==> config.mk <==
export PLATFORM = sky130hd
export DESIGN_NAME = fib_capture
export DESIGN_NICKNAME = d
export VERILOG_FILES = /design/src/rtl/fib_capture_pkg.sv /design/src/rtl/fib_fifo.sv /design/src/rtl/fib_capture.sv
export SDC_FILE = /design/constraint.sdc
export NUM_CORES = 1
export LEC_CHECK = 0
export ABC_CLOCK_PERIOD_IN_PS = 4900
export CAP_MARGIN = 15
export CELL_PAD_IN_SITES_DETAIL_PLACEMENT = 1
export CELL_PAD_IN_SITES_GLOBAL_PLACEMENT = 1
export CORE_MARGIN = 3
export CORE_UTILIZATION = 28
export CTS_CLUSTER_DIAMETER = 100
export DETAILED_ROUTE_END_ITERATION = 8
export GPL_TIMING_DRIVEN = 0
export PLACE_DENSITY_LB_ADDON = 0.15
export SETUP_SLACK_MARGIN = 0.2
export SKIP_CTS_REPAIR_TIMING = 1
export SLEW_MARGIN = 20
export SYNTH_ARGS = -nofsm -noshare
export SYNTH_HDL_FRONTEND = slang
export SYNTH_HIERARCHICAL = 1
export SYNTH_SLANG_ARGS = --single-unit
==> constraint.sdc <==
create_clock -name wb_clk_i -period 4.9 [get_ports wb_clk_i]
set_input_delay 0.98 -clock wb_clk_i [delete_from_list [all_inputs] [get_ports wb_clk_i]]
set_output_delay 0.98 -clock wb_clk_i [all_outputs]
set_load 0.005 [all_outputs]
==> src/rtl/fib_capture_pkg.sv <==
// Shared register map, bit positions and CTRL layout for fib_capture.
package fib_capture_pkg;

  // Word offsets within the 16-byte window (byte address bits [3:2])
  localparam logic [1:0] REG_DATA   = 2'd0;
  localparam logic [1:0] REG_STATUS = 2'd1;
  localparam logic [1:0] REG_CTRL   = 2'd2;
  localparam logic [1:0] REG_DROPS  = 2'd3;

  // CTRL bit positions
  localparam int unsigned CTRL_EN_BIT     = 0;
  localparam int unsigned CTRL_IRQ_EN_BIT = 1;
  localparam int unsigned CTRL_THR_LSB    = 8;
  localparam int unsigned CTRL_THR_W      = 8;

  // STATUS bit positions
  localparam int unsigned STATUS_COUNT_LSB = 0;
  localparam int unsigned STATUS_COUNT_W   = 16;
  localparam int unsigned STATUS_EMPTY_BIT = 16;
  localparam int unsigned STATUS_FULL_BIT  = 17;
  localparam int unsigned STATUS_DROPS_BIT = 18;

  localparam int unsigned DROPS_W = 16;

  // Architectural CTRL state (reserved bits are not stored)
  typedef struct packed {
    logic [CTRL_THR_W-1:0] thr;
    logic                  irq_en;
    logic                  en;
  } ctrl_t;

  // A threshold of zero behaves as one, so an empty FIFO never interrupts
  function automatic logic [CTRL_THR_W-1:0] eff_threshold(input logic [CTRL_THR_W-1:0] thr);
    return (thr == CTRL_THR_W'(0)) ? CTRL_THR_W'(1) : thr;
  endfunction

endpackage

==> src/rtl/fib_fifo.sv <==
// Synchronous FIFO with occupancy count; simultaneous push/pop allowed when full.
module fib_fifo #(
  parameter int unsigned WIDTH = 30,
  parameter int unsigned DEPTH = 16
) (
  input  logic                         wb_clk_i,
  input  logic                         reset_n,
  input  logic                         push,
  input  logic                         pop,
  input  logic [WIDTH-1:0]             wdata,
  output logic [WIDTH-1:0]             rdata,
  output logic [$clog2(DEPTH+1)-1:0]   count,
  output logic                         full,
  output logic                         empty
);

  localparam int unsigned PTR_W = $clog2(DEPTH);
  localparam int unsigned CNT_W = $clog2(DEPTH + 1);

  logic [WIDTH-1:0] r_mem [DEPTH];
  logic [PTR_W-1:0] r_wr_ptr;
  logic [PTR_W-1:0] r_rd_ptr;
  logic [CNT_W-1:0] r_count;
  logic             w_do_push;
  logic             w_do_pop;

  assign full      = (r_count == CNT_W'(DEPTH));
  assign empty     = (r_count == CNT_W'(0));
  assign count     = r_count;
  assign rdata     = r_mem[r_rd_ptr];
  assign w_do_pop  = pop & ~empty;
  assign w_do_push = push & (~full | w_do_pop);

  // Storage array, written at the tail
  always_ff @(posedge wb_clk_i) begin
    if (w_do_push) begin
      r_mem[r_wr_ptr] <= wdata;
    end
  end

  // Pointers wrap naturally since DEPTH is a power of two
  always_ff @(posedge wb_clk_i or negedge reset_n) begin
    if (!reset_n) begin
      r_wr_ptr <= '0;
      r_rd_ptr <= '0;
      r_count  <= '0;
    end else begin
      if (w_do_push) r_wr_ptr <= r_wr_ptr + PTR_W'(1);
      if (w_do_pop)  r_rd_ptr <= r_rd_ptr + PTR_W'(1);
      if (w_do_push && !w_do_pop)      r_count <= r_count + CNT_W'(1);
      else if (w_do_pop && !w_do_push) r_count <= r_count - CNT_W'(1);
    end
  end

endmodule

==> src/rtl/fib_capture.sv <==
// Captures each new stable value of the fibonacci bus into a FIFO readable over Wishbone.
module fib_capture
  import fib_capture_pkg::*;
#(
  parameter int unsigned WIDTH     = 30,
  parameter int unsigned DEPTH     = 16,
  parameter logic [31:0] BASE_ADDR = 32'h3000_0100
) (
  input  logic             wb_clk_i,
  input  logic             reset_n,
  input  logic             wbs_stb_i,
  input  logic             wbs_cyc_i,
  input  logic             wbs_we_i,
  input  logic [3:0]       wbs_sel_i,
  input  logic [31:0]      wbs_dat_i,
  input  logic [31:0]      wbs_adr_i,
  output logic             wbs_ack_o,
  output logic [31:0]      wbs_dat_o,
  input  logic [WIDTH-1:0] value_in,
  output logic             irq
);

  localparam int unsigned CNT_W = $clog2(DEPTH + 1);

  // Sampler
  logic [WIDTH-1:0]   r_s1;
  logic [WIDTH-1:0]   r_s2;
  logic [WIDTH-1:0]   r_last;
  logic               r_last_valid;
  logic               w_stable;
  logic               w_capture;

  // Bus and registers
  logic               r_ack;
  logic [31:0]        r_dat;
  logic               r_irq;
  ctrl_t              r_ctrl;
  logic [DROPS_W-1:0] r_drops;
  logic               w_in_window;
  logic               w_hit;
  logic               w_rd;
  logic               w_wr;
  logic [1:0]         w_off;
  logic               w_ctrl_wr;
  logic               w_drops_clr;
  logic [31:0]        w_rdata;

  // FIFO interface
  logic               w_push;
  logic               w_pop;
  logic               w_drop;
  logic [WIDTH-1:0]   w_fifo_rdata;
  logic [CNT_W-1:0]   w_count;
  logic               w_full;
  logic               w_empty;

  // Reserved write bits and sub-word address bits carry no meaning
  logic w_unused;
  assign w_unused = &{1'b0, wbs_sel_i[3:2], wbs_dat_i[31:16], wbs_dat_i[7:2], wbs_adr_i[1:0]};

  assign w_stable    = (r_s1 == r_s2);
  assign w_capture   = r_ctrl.en & w_stable & (~r_last_valid | (r_s2 != r_last));

  assign w_in_window = (wbs_adr_i[31:4] == BASE_ADDR[31:4]);
  assign w_hit       = wbs_stb_i & wbs_cyc_i & w_in_window & ~r_ack;
  assign w_off       = wbs_adr_i[3:2];
  assign w_rd        = w_hit & ~wbs_we_i;
  assign w_wr        = w_hit & wbs_we_i;
  assign w_ctrl_wr   = w_wr & (w_off == REG_CTRL);
  assign w_drops_clr = w_wr & (w_off == REG_DROPS);

  assign w_pop       = w_rd & (w_off == REG_DATA) & ~w_empty;
  assign w_push      = w_capture & (~w_full | w_pop);
  assign w_drop      = w_capture & w_full & ~w_pop;

  fib_fifo #(
    .WIDTH (WIDTH),
    .DEPTH (DEPTH)
  ) u_fifo (
    .wb_clk_i (wb_clk_i),
    .reset_n  (reset_n),
    .push     (w_push),
    .pop      (w_pop),
    .wdata    (r_s2),
    .rdata    (w_fifo_rdata),
    .count    (w_count),
    .full     (w_full),
    .empty    (w_empty)
  );

  // Two-stage sampler plus last-captured tracking; enabling restarts capture
  always_ff @(posedge wb_clk_i or negedge reset_n) begin
    if (!reset_n) begin
      r_s1         <= '0;
      r_s2         <= '0;
      r_last       <= '0;
      r_last_valid <= 1'b0;
    end else begin
      r_s1 <= value_in;
      r_s2 <= r_s1;
      if (w_capture) r_last <= r_s2;
      if (w_ctrl_wr && wbs_sel_i[0] && wbs_dat_i[CTRL_EN_BIT] && !r_ctrl.en) begin
        r_last_valid <= 1'b0;
      end else if (w_capture) begin
        r_last_valid <= 1'b1;
      end
    end
  end

  // Read data mux for the addressed register
  always_comb begin
    w_rdata = '0;
    unique case (w_off)
      REG_DATA: begin
        if (!w_empty) w_rdata = 32'(w_fifo_rdata);
      end
      REG_STATUS: begin
        w_rdata[STATUS_COUNT_LSB +: STATUS_COUNT_W] = STATUS_COUNT_W'(w_count);
        w_rdata[STATUS_EMPTY_BIT]                    = w_empty;
        w_rdata[STATUS_FULL_BIT]                     = w_full;
        w_rdata[STATUS_DROPS_BIT]                    = (r_drops != '0);
      end
      REG_CTRL: begin
        w_rdata[CTRL_EN_BIT]                     = r_ctrl.en;
        w_rdata[CTRL_IRQ_EN_BIT]                 = r_ctrl.irq_en;
        w_rdata[CTRL_THR_LSB +: CTRL_THR_W]      = r_ctrl.thr;
      end
      REG_DROPS: begin
        w_rdata[DROPS_W-1:0] = r_drops;
      end
      default: w_rdata = '0;
    endcase
  end

  // Single-cycle registered acknowledge; data is driven only alongside a read ack
  always_ff @(posedge wb_clk_i or negedge reset_n) begin
    if (!reset_n) begin
      r_ack <= 1'b0;
      r_dat <= '0;
    end else begin
      r_ack <= w_hit;
      r_dat <= w_rd ? w_rdata : 32'h0;
    end
  end

  // CTRL register with per-byte write enables
  always_ff @(posedge wb_clk_i or negedge reset_n) begin
    if (!reset_n) begin
      r_ctrl <= '0;
    end else if (w_ctrl_wr) begin
      if (wbs_sel_i[0]) begin
        r_ctrl.en     <= wbs_dat_i[CTRL_EN_BIT];
        r_ctrl.irq_en <= wbs_dat_i[CTRL_IRQ_EN_BIT];
      end
      if (wbs_sel_i[1]) begin
        r_ctrl.thr <= wbs_dat_i[CTRL_THR_LSB +: CTRL_THR_W];
      end
    end
  end

  // Saturating drop counter; a software clear beats a coincident drop
  always_ff @(posedge wb_clk_i or negedge reset_n) begin
    if (!reset_n) begin
      r_drops <= '0;
    end else if (w_drops_clr) begin
      r_drops <= '0;
    end else if (w_drop && (r_drops != {DROPS_W{1'b1}})) begin
      r_drops <= r_drops + DROPS_W'(1);
    end
  end

  // Level interrupt on fill threshold, one cycle behind the count
  always_ff @(posedge wb_clk_i or negedge reset_n) begin
    if (!reset_n) begin
      r_irq <= 1'b0;
    end else begin
      r_irq <= r_ctrl.irq_en &
               (STATUS_COUNT_W'(w_count) >= STATUS_COUNT_W'(eff_threshold(r_ctrl.thr)));
    end
  end

  assign wbs_ack_o = r_ack;
  assign wbs_dat_o = r_dat;
  assign irq       = r_irq;

endmodule

---- Word-level counts from Yosys, hierarchy flattened ----
Memory sizes are Yosys's and may differ from the RTL's.
Index checks and enable logic that the tools add are counted.
cells by class
  $add $sub $neg .......................... 5
  multiply operators ...................... 0
  div/mod/pow operators ................... 0
  $lt $le $gt $ge ......................... 1
  equal/unequal tests ..................... 8
  shift-type cells ........................ 0
  mux-type cells .......................... 16
  bitwise gates (word level) .............. 26
  reductions and logical operators ........ 18
operator list
  kind                                                                count
  16-bit 2-to-1 mux                                                   2
  32-bit 2-to-1 mux                                                   1
  8-bit one-hot mux with 4 select lines                               1
  30-bit == test                                                      1
  30-bit 2-to-1 mux                                                   1
  30-bit != test                                                      1
  28-bit by 26-bit == test with 1-bit output (second input constant)  1
  6-bit one-hot mux with 3 select lines                               1
  1-bit AND                                                           17
  16-bit by 1-bit adder with 16-bit output (second input constant)    1
  16-bit != test (second input constant)                              1
  16-bit nonzero test                                                 1
  13-bit 2-to-1 mux                                                   1
  5-bit 2-to-1 mux                                                    2
  4-bit by 1-bit adder with 4-bit output (second input constant)      2
  5-bit by 8-bit >= comparator with 1-bit output                      1
  8-bit logical NOT                                                   1
  8-bit 2-to-1 mux                                                    1
  2-bit one-hot mux with 4 select lines                               1
  1-bit logical AND                                                   6
  1-bit inverter                                                      6
  3-bit one-hot mux with 2 select lines                               1
  2-bit nonzero test                                                  3
  5-bit by 1-bit adder with 5-bit output (second input constant)      1
  other kinds (10)                                                    19
word-level totals
  register bits after elaboration ......... 164
  latch bits .............................. 0
  memory bits (writable) .................. 480
  memory bits (read-only) ................. 0
  output and inout bits ................... 34
  memories kept ........................... 1
memories
  memory        words  width  rd ports  clocked after Yosys merged registers in  wr ports  line            source
  u_fifo.r_mem  16     30     1         0                                        1         fib_fifo.sv:20  logic [WIDTH-1:0] r_mem [DEPTH];

---- Depth between registers and ports, before layout ----
Gate-level depths: netlist (run 1).
  depth after elaboration ................. 13
  depth in mapped cells ................... 16
  mapped depth without buffers ............ 14

---- By module ----
Netlist (run 1), hierarchy kept.
by module, submodules not included
  module       times used  cells an instance  area each (um^2)  sequential area each (um^2)
  fib_fifo     1           953                19059.5           14739.1
  fib_capture  1           514                6341.1            3728.6

---- Least setup slack after synthesis (run 1) ----
OpenSTA, ideal clock, no wires.
  kind .................................... input-to-reg
  from .................................... in wbs_adr_i[12]
  to ...................................... mem u_fifo.r_mem[0][0] (enable)
  library setup time ...................... 0.455 ns
  arrival time ............................ 4.678 ns
  required time ........................... 4.445 ns
  path slack .............................. -0.232 ns
  stages on the path ...................... 10
  path buffers ............................ 2
  path through ............................ nor4_1 > nand4_1 > nor4b_4 > clkbuf_1 > inv_1 > a21oi_1 > o31a_1 > buf_6 > nand2_1 > nor3_1
on the way
  word-level cells in the longest chain between the ends .. 11
RTL lines
  item                                        line               source
  from (decl)                                 fib_capture.sv:16  input logic [31:0] wbs_adr_i,
  28-bit by 26-bit == test with 1-bit output  fib_capture.sv:64  assign w_in_window = (wbs_adr_i[31:4] == BASE_ADDR[31:4]);
  1-bit AND (2 in series)                     fib_capture.sv:65  assign w_hit = wbs_stb_i & wbs_cyc_i & w_in_window & ~r_ack;
  1-bit AND                                   fib_capture.sv:67  assign w_rd = w_hit & ~wbs_we_i;
  1-bit AND (2 in series)                     fib_capture.sv:72  assign w_pop = w_rd & (w_off == REG_DATA) & ~w_empty;
  named net w_pop                             fib_capture.sv:50  logic w_pop;
  1-bit bitwise OR                            fib_capture.sv:73  assign w_push = w_capture & (~w_full | w_pop);
  1-bit AND                                   fib_capture.sv:73
  named net w_push                            fib_capture.sv:49  logic w_push;
  1-bit AND                                   fib_fifo.sv:32     assign w_do_push = push & (~full | w_do_pop);
  named net u_fifo.w_do_push                  fib_fifo.sv:24     logic w_do_push;
  1-bit 2-to-1 mux                            fib_fifo.sv:36     if (w_do_push) begin
  1-bit 2-to-1 mux (not written as such)      fib_fifo.sv:37     r_mem[r_wr_ptr] <= wdata;
  to (decl)                                   fib_fifo.sv:20
The timed path passes the listed nets, and every way through them passes these cells.

---- Final worst setup path (run 1) ----
  from .................................... reg r_s2[12]
  to ...................................... reg u_fifo.r_count[4], in the netlist u_fifo/count[4]
on the way
  word-level cells in the longest chain between the ends .. 8
RTL lines
  item                                                     line                                  source
  from (decl)                                              fib_capture.sv:27                     logic [WIDTH-1:0] r_s2;
  from (signal assigned)                                   fib_capture.sv:100                    r_s2 <= r_s1;
  30-bit == test / 30-bit != test (equally long branches)  fib_capture.sv:61, fib_capture.sv:62
  1-bit AND / 1-bit bitwise OR (equally long branches)     fib_capture.sv:62                     assign w_capture = r_ctrl.en & w_stable & (~r_last_valid | (r_s2 != r_last));
  1-bit AND (*)                                            fib_capture.sv:62
  1-bit AND (*)                                            fib_capture.sv:73
  named net w_push                                         fib_capture.sv:49
  1-bit AND (*)                                            fib_fifo.sv:32
  named net u_fifo.w_do_push                               fib_fifo.sv:24
  1-bit logical NOT                                        fib_fifo.sv:51                        else if (w_do_pop && !w_do_push) r_count <= r_count - CNT_W'(1);
  1-bit logical AND                                        fib_fifo.sv:51
  2-bit nonzero test (no line)                             --
  to (signal assigned)                                     fib_fifo.sv:50                        if (w_do_push && !w_do_pop) r_count <= r_count + CNT_W'(1);
  to (signal assigned)                                     fib_fifo.sv:51
  to (decl)                                                fib_fifo.sv:23                        logic [CNT_W-1:0] r_count;
The timed path passes the listed nets; every way through them passes the cells marked *.
A chain may end at the register's enable or synchronous reset.

==> metrics.md, run 1 <==
| Metric | Value |
|---|---|
| Run status | `complete, no violations` |
| Die width | `307 um` |
| Cell with the most instances after synthesis | `edfxtp_1` |
| DRC viols | `0` |
| CTS tree | `done` |
| Ordered cell list for the critical path | `xnor2_1 > nand4_1 > or4_4 > o2111ai_2 > buf_6 > buf_6 > a21oi_1 > o31a_1 > buf_6 > ha_1 > inv_1 > ha_1 > a21o_1 > a21oi_1 > mux2i_1 > xnor2_1` |
| Max-Cap Viols | `0` |
| Final setup viols | `0` |
| Leakage power | `10.5 nW` |
| I/O Buffers | `107` |
| Initial DRC Count | `893` |
| Highest Clock Rate | `0.228 GHz` |
| Pins over their slew limit | `0` |
| Layout area overhead | `23.3%` |
| Startpoint Class | `flop` |
| Hold Slack | `0.372 ns` |
| Antenna viol nets, final | `0` |
| Dpl cells | `2772` |
| Register area share after synthesis | `0.727` |
| Area leader, netlist | `edfxtp_1` |
| Worst slew pin tran | `1.19 ns` |
| First-pass GRT wire length | `110 mm` |
| Clock share of power | `0.480` |
| Number of enable flip-flop cells after synthesis | `480` |
| Endpoint class of the critical path | `flop` |
| CP arrival | `4.90 ns` |
| Worst-path clk slew | `0.06 ns` |
| GRT Residual Overflow | `0` |
| Synth Cell Area | `0.0254 sq mm` |
| Slew headroom | `0.207` |
| Kind of critical path | `flop to flop` |
| PwrDens | `377 mW/mm^2` |
| Sw Ratio | `0.201` |
| Die area | `0.0944 sq mm` |
| Inserted Clock Buffers | `73` |
| Crit path max-delay family | `compound AO/OA/AOI/OAI gates` |
| CORE AREA | `0.0892 sq mm` |
| Most instantiated cells after synthesis | `edfxtp_1, dfrtp_1, mux2i_1` |
| Avg WL per Cell | `26.3 um` |
| Layout cells sized above 1 | `0.185` |
| Cell-internal power | `9.42 mW` |
| Slowest-stage cell, CP | `dfrtp_1` |
| Max Clock Skew | `0.0225 ns` |
| Final hold vios | `0` |
| Final non-filler cell total | `2911` |
| H-tree depth | `3` |
| Post-Syn Instances | `1467` |
| DR pass1 iterations | `4` |
| Final WS setup | `0.506 ns` |
| HP Class | `input pin to asynchronous set/reset pin` |
| Worst VDD drop | `0.220 mV` |
| Syn avg cell area | `17.3 sq um` |
| Starting Density | `0.285` |
| Switch Pwr | `2.38 mW` |
| RSZ-0062 raised after global routing | `false` |
| Area share of the largest cell type after synthesis | `0.567` |
| Ys Warns | `6` |
| Netlist cell types | `58` |
| Routed vias/inst | `4.89` |
| Worst path required time | `5.41 ns` |
| Routed vias | `14200` |
| Row cnt | `109` |
| Clock root buffer | `clkbuf_16` |
| GP Congestion | `0.771` |
| Final period util | `0.897` |
| Post-DP HPWL | `51.7 mm` |
| Clk sink count | `642` |
| Worst path max stage delay | `0.79 ns` |
| Nets@finish | `1804` |
| Most used cell, CP | `buf_6` |
| Final WL | `76.4 mm` |
| Worst path bufs/invs | `4` |
| Synth top area cells | `edfxtp_1, dfrtp_1, mux4_2, mux2i_1, a221oi_1` |
| Global Route Usage Sum | `0.162` |
| Fin util | `0.351` |
| Ys async rst share | `0.252` |
| Clock Latency Late Sink | `0.61 ns` |
| Vias in the first global route | `15300` |
| Antenna violations before repair | `0` |
| Die Ht | `307 um` |
| Prevailing post-synth register cell | `edfxtp_1` |
| Reg power frac | `0.506` |
| Ports | `137` |
| Period minus WS final | `4.39 ns` |
| Place WS | `-1.10 ns` |
| Largest net degree at the start of global routing | `84` |
| Clock Tree Buf Depth | `3` |
| Yosys reg bits | `642` |
| Comb power frac | `0.014` |
| Peak fanout along the critical path | `19` |
[cell type report]
cell class	count	area, sq um
fill	9055	57900
sequential	642	18500
multi-input combinational	732	6650
clock buffer	103	2090
timing repair buffer	141	1790
tap	1165	1460
buffer	78	394
clock inverter	32	387
inverter	16	60.1
antenna	2	5.00
[cell usage in the layout (no fill, tap or decap), drive strengths merged, types with 3 or more instances in the layout]
cell type	count
edfxtp	480
dfrtp	162
clkbuf	143
mux2i	125
clkdlybuf4s50	106
buf	73
nand2	66
a221oi	62
mux4	60
xnor2	51
nor2	47
mux2	45
o21ai	39
a22oi	37
a21oi	30
clkinv	20
xor2	19
nand4	19
inv	18
nor4	17
ha	16
or4	14
and2	13
o31ai	12
nor3	11
nand3	10
bufinv	9
nand2b	5
a21o	5
a211oi	3
or2	3
nand3b	3
[through the flow]
step                setup TNS [ns]  total power [mW]  area (sq um)
floorplan                        0              6.08         25400
global placement          -2293.90              6.23         28000
detailed placement         -348.89              6.25         28800
CTS                         -64.35              12.0         31300
global route                     0              12.2         31300
finish                           0              11.8         31300
[cell families after synthesis]
| family | count (synthesis) | synth area share |
|---|---|---|
| compound gates | 195 | 0.0546 |
| xor+xnor | 70 | 0.0241 |
| fa+ha+maj | 17 | 0.00867 |
| buf+inv | 94 | 0.0178 |
| flops | 642 | 0.727 |
| mux | 230 | 0.122 |
| other cells | 1 | 0.000148 |
| simple gates | 218 | 0.0451 |
[final timing paths]
check | startpoint | to | slack [ns] | depth (start not counted)
min reg2reg | r_s1[15]$_DFF_PN0_ | r_s2[15]$_DFF_PN0_ | 0.39 | 0
max reg2reg | r_s2[12]$_DFF_PN0_ | u_fifo/count[4]$_DFFE_PN0P_ | 0.51 | 16
min | reset_n | u_fifo/count[0]$_DFFE_PN0P_ | 0.37 | 2
max | r_s2[12]$_DFF_PN0_ | u_fifo/count[4]$_DFFE_PN0P_ | 0.51 | 16
min in group wb_clk_i | r_s1[15]$_DFF_PN0_ | r_s2[15]$_DFF_PN0_ | 0.39 | 0
max in group asynchronous | reset_n | r_s2[17]$_DFF_PN0_ | 3.66 | 3
[power by group through the flow]
stage	clock network, mW	registers [mW]	logic, mW
CTS	5.84	5.98	0.163
finish	5.67	5.97	0.160
detailed placement	0	6.09	0.162
global route	6.05	5.98	0.176
global placement	0	6.08	0.154
floorplan	0	6.04	0.0442
[flip-flops by register name, summed over array words and instances, names as in the netlist]
| register | flops |
|---|---|
| u_fifo/r_rd_ptr | 4 |
| r_ctrl | 10 |
| u_fifo/count | 5 |
| wbs_dat_o | 30 |
| u_fifo/r_wr_ptr | 4 |
| r_s1 | 30 |
| r_drops | 16 |
| r_s2 | 30 |
| irq | 1 |
| u_fifo/r_mem | 480 |
| r_last_valid | 1 |
| r_last | 30 |
| wbs_ack_o | 1 |
[metal layers]
metal | track usage | part of all wire | vias up
li1 | - | - | 6224
met1 | 0.218 | 0.45 | 7687
met2 | 0.273 | 0.49 | 248
met3 | 0.0243 | 0.037 | 90
met4 | 0.0459 | 0.022 | 0
met5 | 0 | 0 | -
(Power assumes the default switching activity.)
==> run 2: changes to the inputs <==
SKIP_CTS_REPAIR_TIMING = not set   (was 1)
==> run 2 against run 1 <==
- global-route usage about the same
- final area about the same
- clock power about the same
- fmax up 0.61%
- sequential share of layout area about the same
- non-clock buffer count up 2
- largest cell class unchanged
- critical endpoint unchanged
==> metrics.md, run 2 (synthesis gave the netlist of run 1 again) <==
| Metric | Value |
|---|---|
| Run status | `complete, no violations` |
| I/O Buffers | `107 (unchanged)` |
| Critical path endpoint | `u_fifo/count[4]$_DFFE_PN0P_` |
| Setup TNS | `0 ns (unchanged)` |
| Top reg by flops | `u_fifo/r_mem` |
| Vias in the first global route | `15300 (+0.10%)` |
| Max-Cap Viols | `0 (unchanged)` |
| Routed vias/inst | `4.89 (about the same)` |
| Worst R2R Path Depth | `16 (unchanged)` |
| Kind of critical path | `flop to flop` |
| Fin util | `0.352 (about the same)` |
| Critical path origin | `r_s2[12]$_DFF_PN0_` |
| Max FFs per register | `480 (unchanged)` |
| Clock root buffer | `clkbuf_16` |
| Leakage power | `10.5 nW (+0.14%)` |
| Clk sink count | `642 (unchanged)` |
| Layout area overhead | `23.4% (about the same)` |
| Worst path required time | `5.41 ns (about the same)` |
| Clock Tree Buf Depth | `3 (unchanged)` |
| Post-DP Area | `0.0288 sq mm (unchanged)` |
| Nets@finish | `1806 (+0.11%)` |
| Pins over their slew limit | `0 (unchanged)` |
| Routed vias | `14200 (unchanged)` |
| Peak fanout along the critical path | `19 (unchanged)` |
| Sw Ratio | `0.202 (about the same)` |
| DRC viols | `0 (unchanged)` |
| GRT Residual Overflow | `0 (unchanged)` |
| Highest Clock Rate | `0.229 GHz (+0.61%)` |
| Comb power frac | `0.014 (about the same)` |
| Hold Slack | `0.374 ns (+0.00237 ns)` |
| Die Ht | `307 um (unchanged)` |
| Ports | `137 (unchanged)` |
| Final WL | `76.4 mm (about the same)` |
| GP Congestion | `0.771 (unchanged)` |
| Critical R2R Launch | `r_s2[12]$_DFF_PN0_` |
| Antenna viol nets, final | `0 (unchanged)` |
| Hold buffers post-CTS | `0` |
| PwrDens | `376 mW/mm^2 (about the same)` |
| Fill count | `9055 (unchanged)` |
| Final period util | `0.891 (-0.00541)` |
| Endpoint class of the critical path | `flop` |
| Starting Density | `0.285 (unchanged)` |
| Cell-internal power | `9.42 mW (about the same)` |
| Slew headroom | `0.230 (+0.0233)` |
| Clock Latency Late Sink | `0.61 ns (about the same)` |
| Worst slew pin tran | `1.15 ns (-0.0349 ns)` |
| DR pass1 iterations | `5 (+1)` |
| Largest net degree at the start of global routing | `84 (unchanged)` |
| RSZ-0062 raised after global routing | `false` |
| Final instance area | `0.0314 sq mm (about the same)` |
| Layout cells sized above 1 | `0.185 (+0.000361)` |
| Avg WL per Cell | `26.2 um (about the same)` |
| Final setup viols | `0 (unchanged)` |
| Reg power frac | `0.506 (about the same)` |
| H-tree depth | `3 (unchanged)` |
| Inserted Clock Buffers | `73 (unchanged)` |
| Reg-to-Reg End | `u_fifo/count[4]$_DFFE_PN0P_` |
| Worst VDD drop | `0.218 mV (-0.78%)` |
| Final hold vios | `0 (unchanged)` |
| Commonest non-fill, non-tap cell in the layout | `edfxtp_1` |
| Post-DP HPWL | `51.7 mm (unchanged)` |
| Max Clock Skew | `0.0216 ns (-0.000913 ns)` |
| Switch Pwr | `2.38 mW (about the same)` |
| CP arrival | `4.88 ns (-0.02 ns)` |
| Period minus WS final | `4.37 ns (-0.0265 ns)` |
| Clock share of power | `0.480 (about the same)` |
| Worst-path clk slew | `0.06 ns (about the same)` |
| First-pass GRT wire length | `110 mm (about the same)` |
| CTS tree | `done` |
| Most frequent cells in the layout | `edfxtp_1, dfrtp_1, mux2i_1, clkdlybuf4s50_1, clkbuf_16` |
| CORE AREA | `0.0892 sq mm (unchanged)` |
| Die width | `307 um (unchanged)` |
| HP Class | `input pin to asynchronous set/reset pin` |
| Initial DRC Count | `955 (+6.9%)` |
| Die area | `0.0944 sq mm (unchanged)` |
| Flop-to-flop setup slack | `0.53 ns (+0.03 ns)` |
| Antenna violations before repair | `0 (unchanged)` |
| Total power | `11.8 mW (about the same)` |
| Row cnt | `109 (unchanged)` |
| Startpoint Class | `flop` |
| Global Route Usage Sum | `0.162 (about the same)` |
## run 2: metal layers
metal,vias to the layer above,GRT usage,share of wire
met1,7692,0.218,0.45
met5,-,0,0
met2,238,0.273,0.49
li1,6229,-,-
met3,90,0.0243,0.035
met4,0,0.0459,0.022
## run 2: worst min path at each step
stage,endpoint,cells after the start,slack (ns)
after floorplan,r_s2[0]$_DFF_PN0_,0,0.37
after global placement,r_s2[27]$_DFF_PN0_,0,0.38
after detailed placement,r_s2[6]$_DFF_PN0_,0,0.38
after CTS,r_s2[24]$_DFF_PN0_,2,0.38
after global routing,r_s1[24]$_DFF_PN0_,2,0.40
final,u_fifo/count[0]$_DFFE_PN0P_,2,0.37
## run 2: critical path, stage by stage (launching register included)
cell	delay (ns)
dfrtp_1	0.76
xnor2_1	0.24
nand4_1	0.13
or4_4	0.56
o2111ai_2	0.41
buf_6	0.24
buf_6	0.17
a21oi_1	0.05
o31a_1	0.13
buf_6	0.17
ha_1	0.22
inv_1	0.16
ha_1	0.30
a21o_1	0.17
a21oi_1	0.17
mux2i_1	0.24
xnor2_1	0.14
## run 2: area by class of cell
cell class                      count  area (sq um)  area share
Inverter                           16          60.1     0.00192
Clock inverter                     32           387      0.0123
Antenna cell                        1          2.50   0.0000798
Timing Repair Buffer              143          1820      0.0579
Tap cell                         1165          1460      0.0465
Sequential cell                   642         18500       0.590
Multi-Input combinational cell    732          6650       0.212
Clock buffer                      103          2090      0.0668
Buffer                             78           394      0.0126
## run 2: repair_timing
| action | 4_1_cts | 5_1_grt |
|---|---|---|
| pin swaps | 3 | 2 |
| gates cloned | 0 | 0 |
| resized for setup | 8 | 18 |
| buffers inserted | 4 | 0 |
| setup endpoints to repair | 433 | 101 |
## run 2: power by group through the flow
stage               combinational, mW  sequential [mW]  clock, mW
global route                    0.176             5.98       6.05
detailed placement              0.162             6.09          0
floorplan                      0.0442             6.04          0
finish                          0.160             5.97       5.67
CTS                             0.164             5.98       5.84
global placement                0.154             6.08          0
## run 2: metrics by stage
stage          cells  setup slack, ns
2_1_floorplan   1468            0.571
3_3_place_gp    2740            -4.68
3_5_place_dp    2772            -1.10
4_1_cts         2911            0.269
5_1_grt         2911            0.202
6_report        2912            0.533
==> run 3: changes to the inputs <==
HOLD_SLACK_MARGIN = 0.02   (was not set)
==> results of run 3 <==
No change in the layout: final DEF, timing and power equal those of run 2.
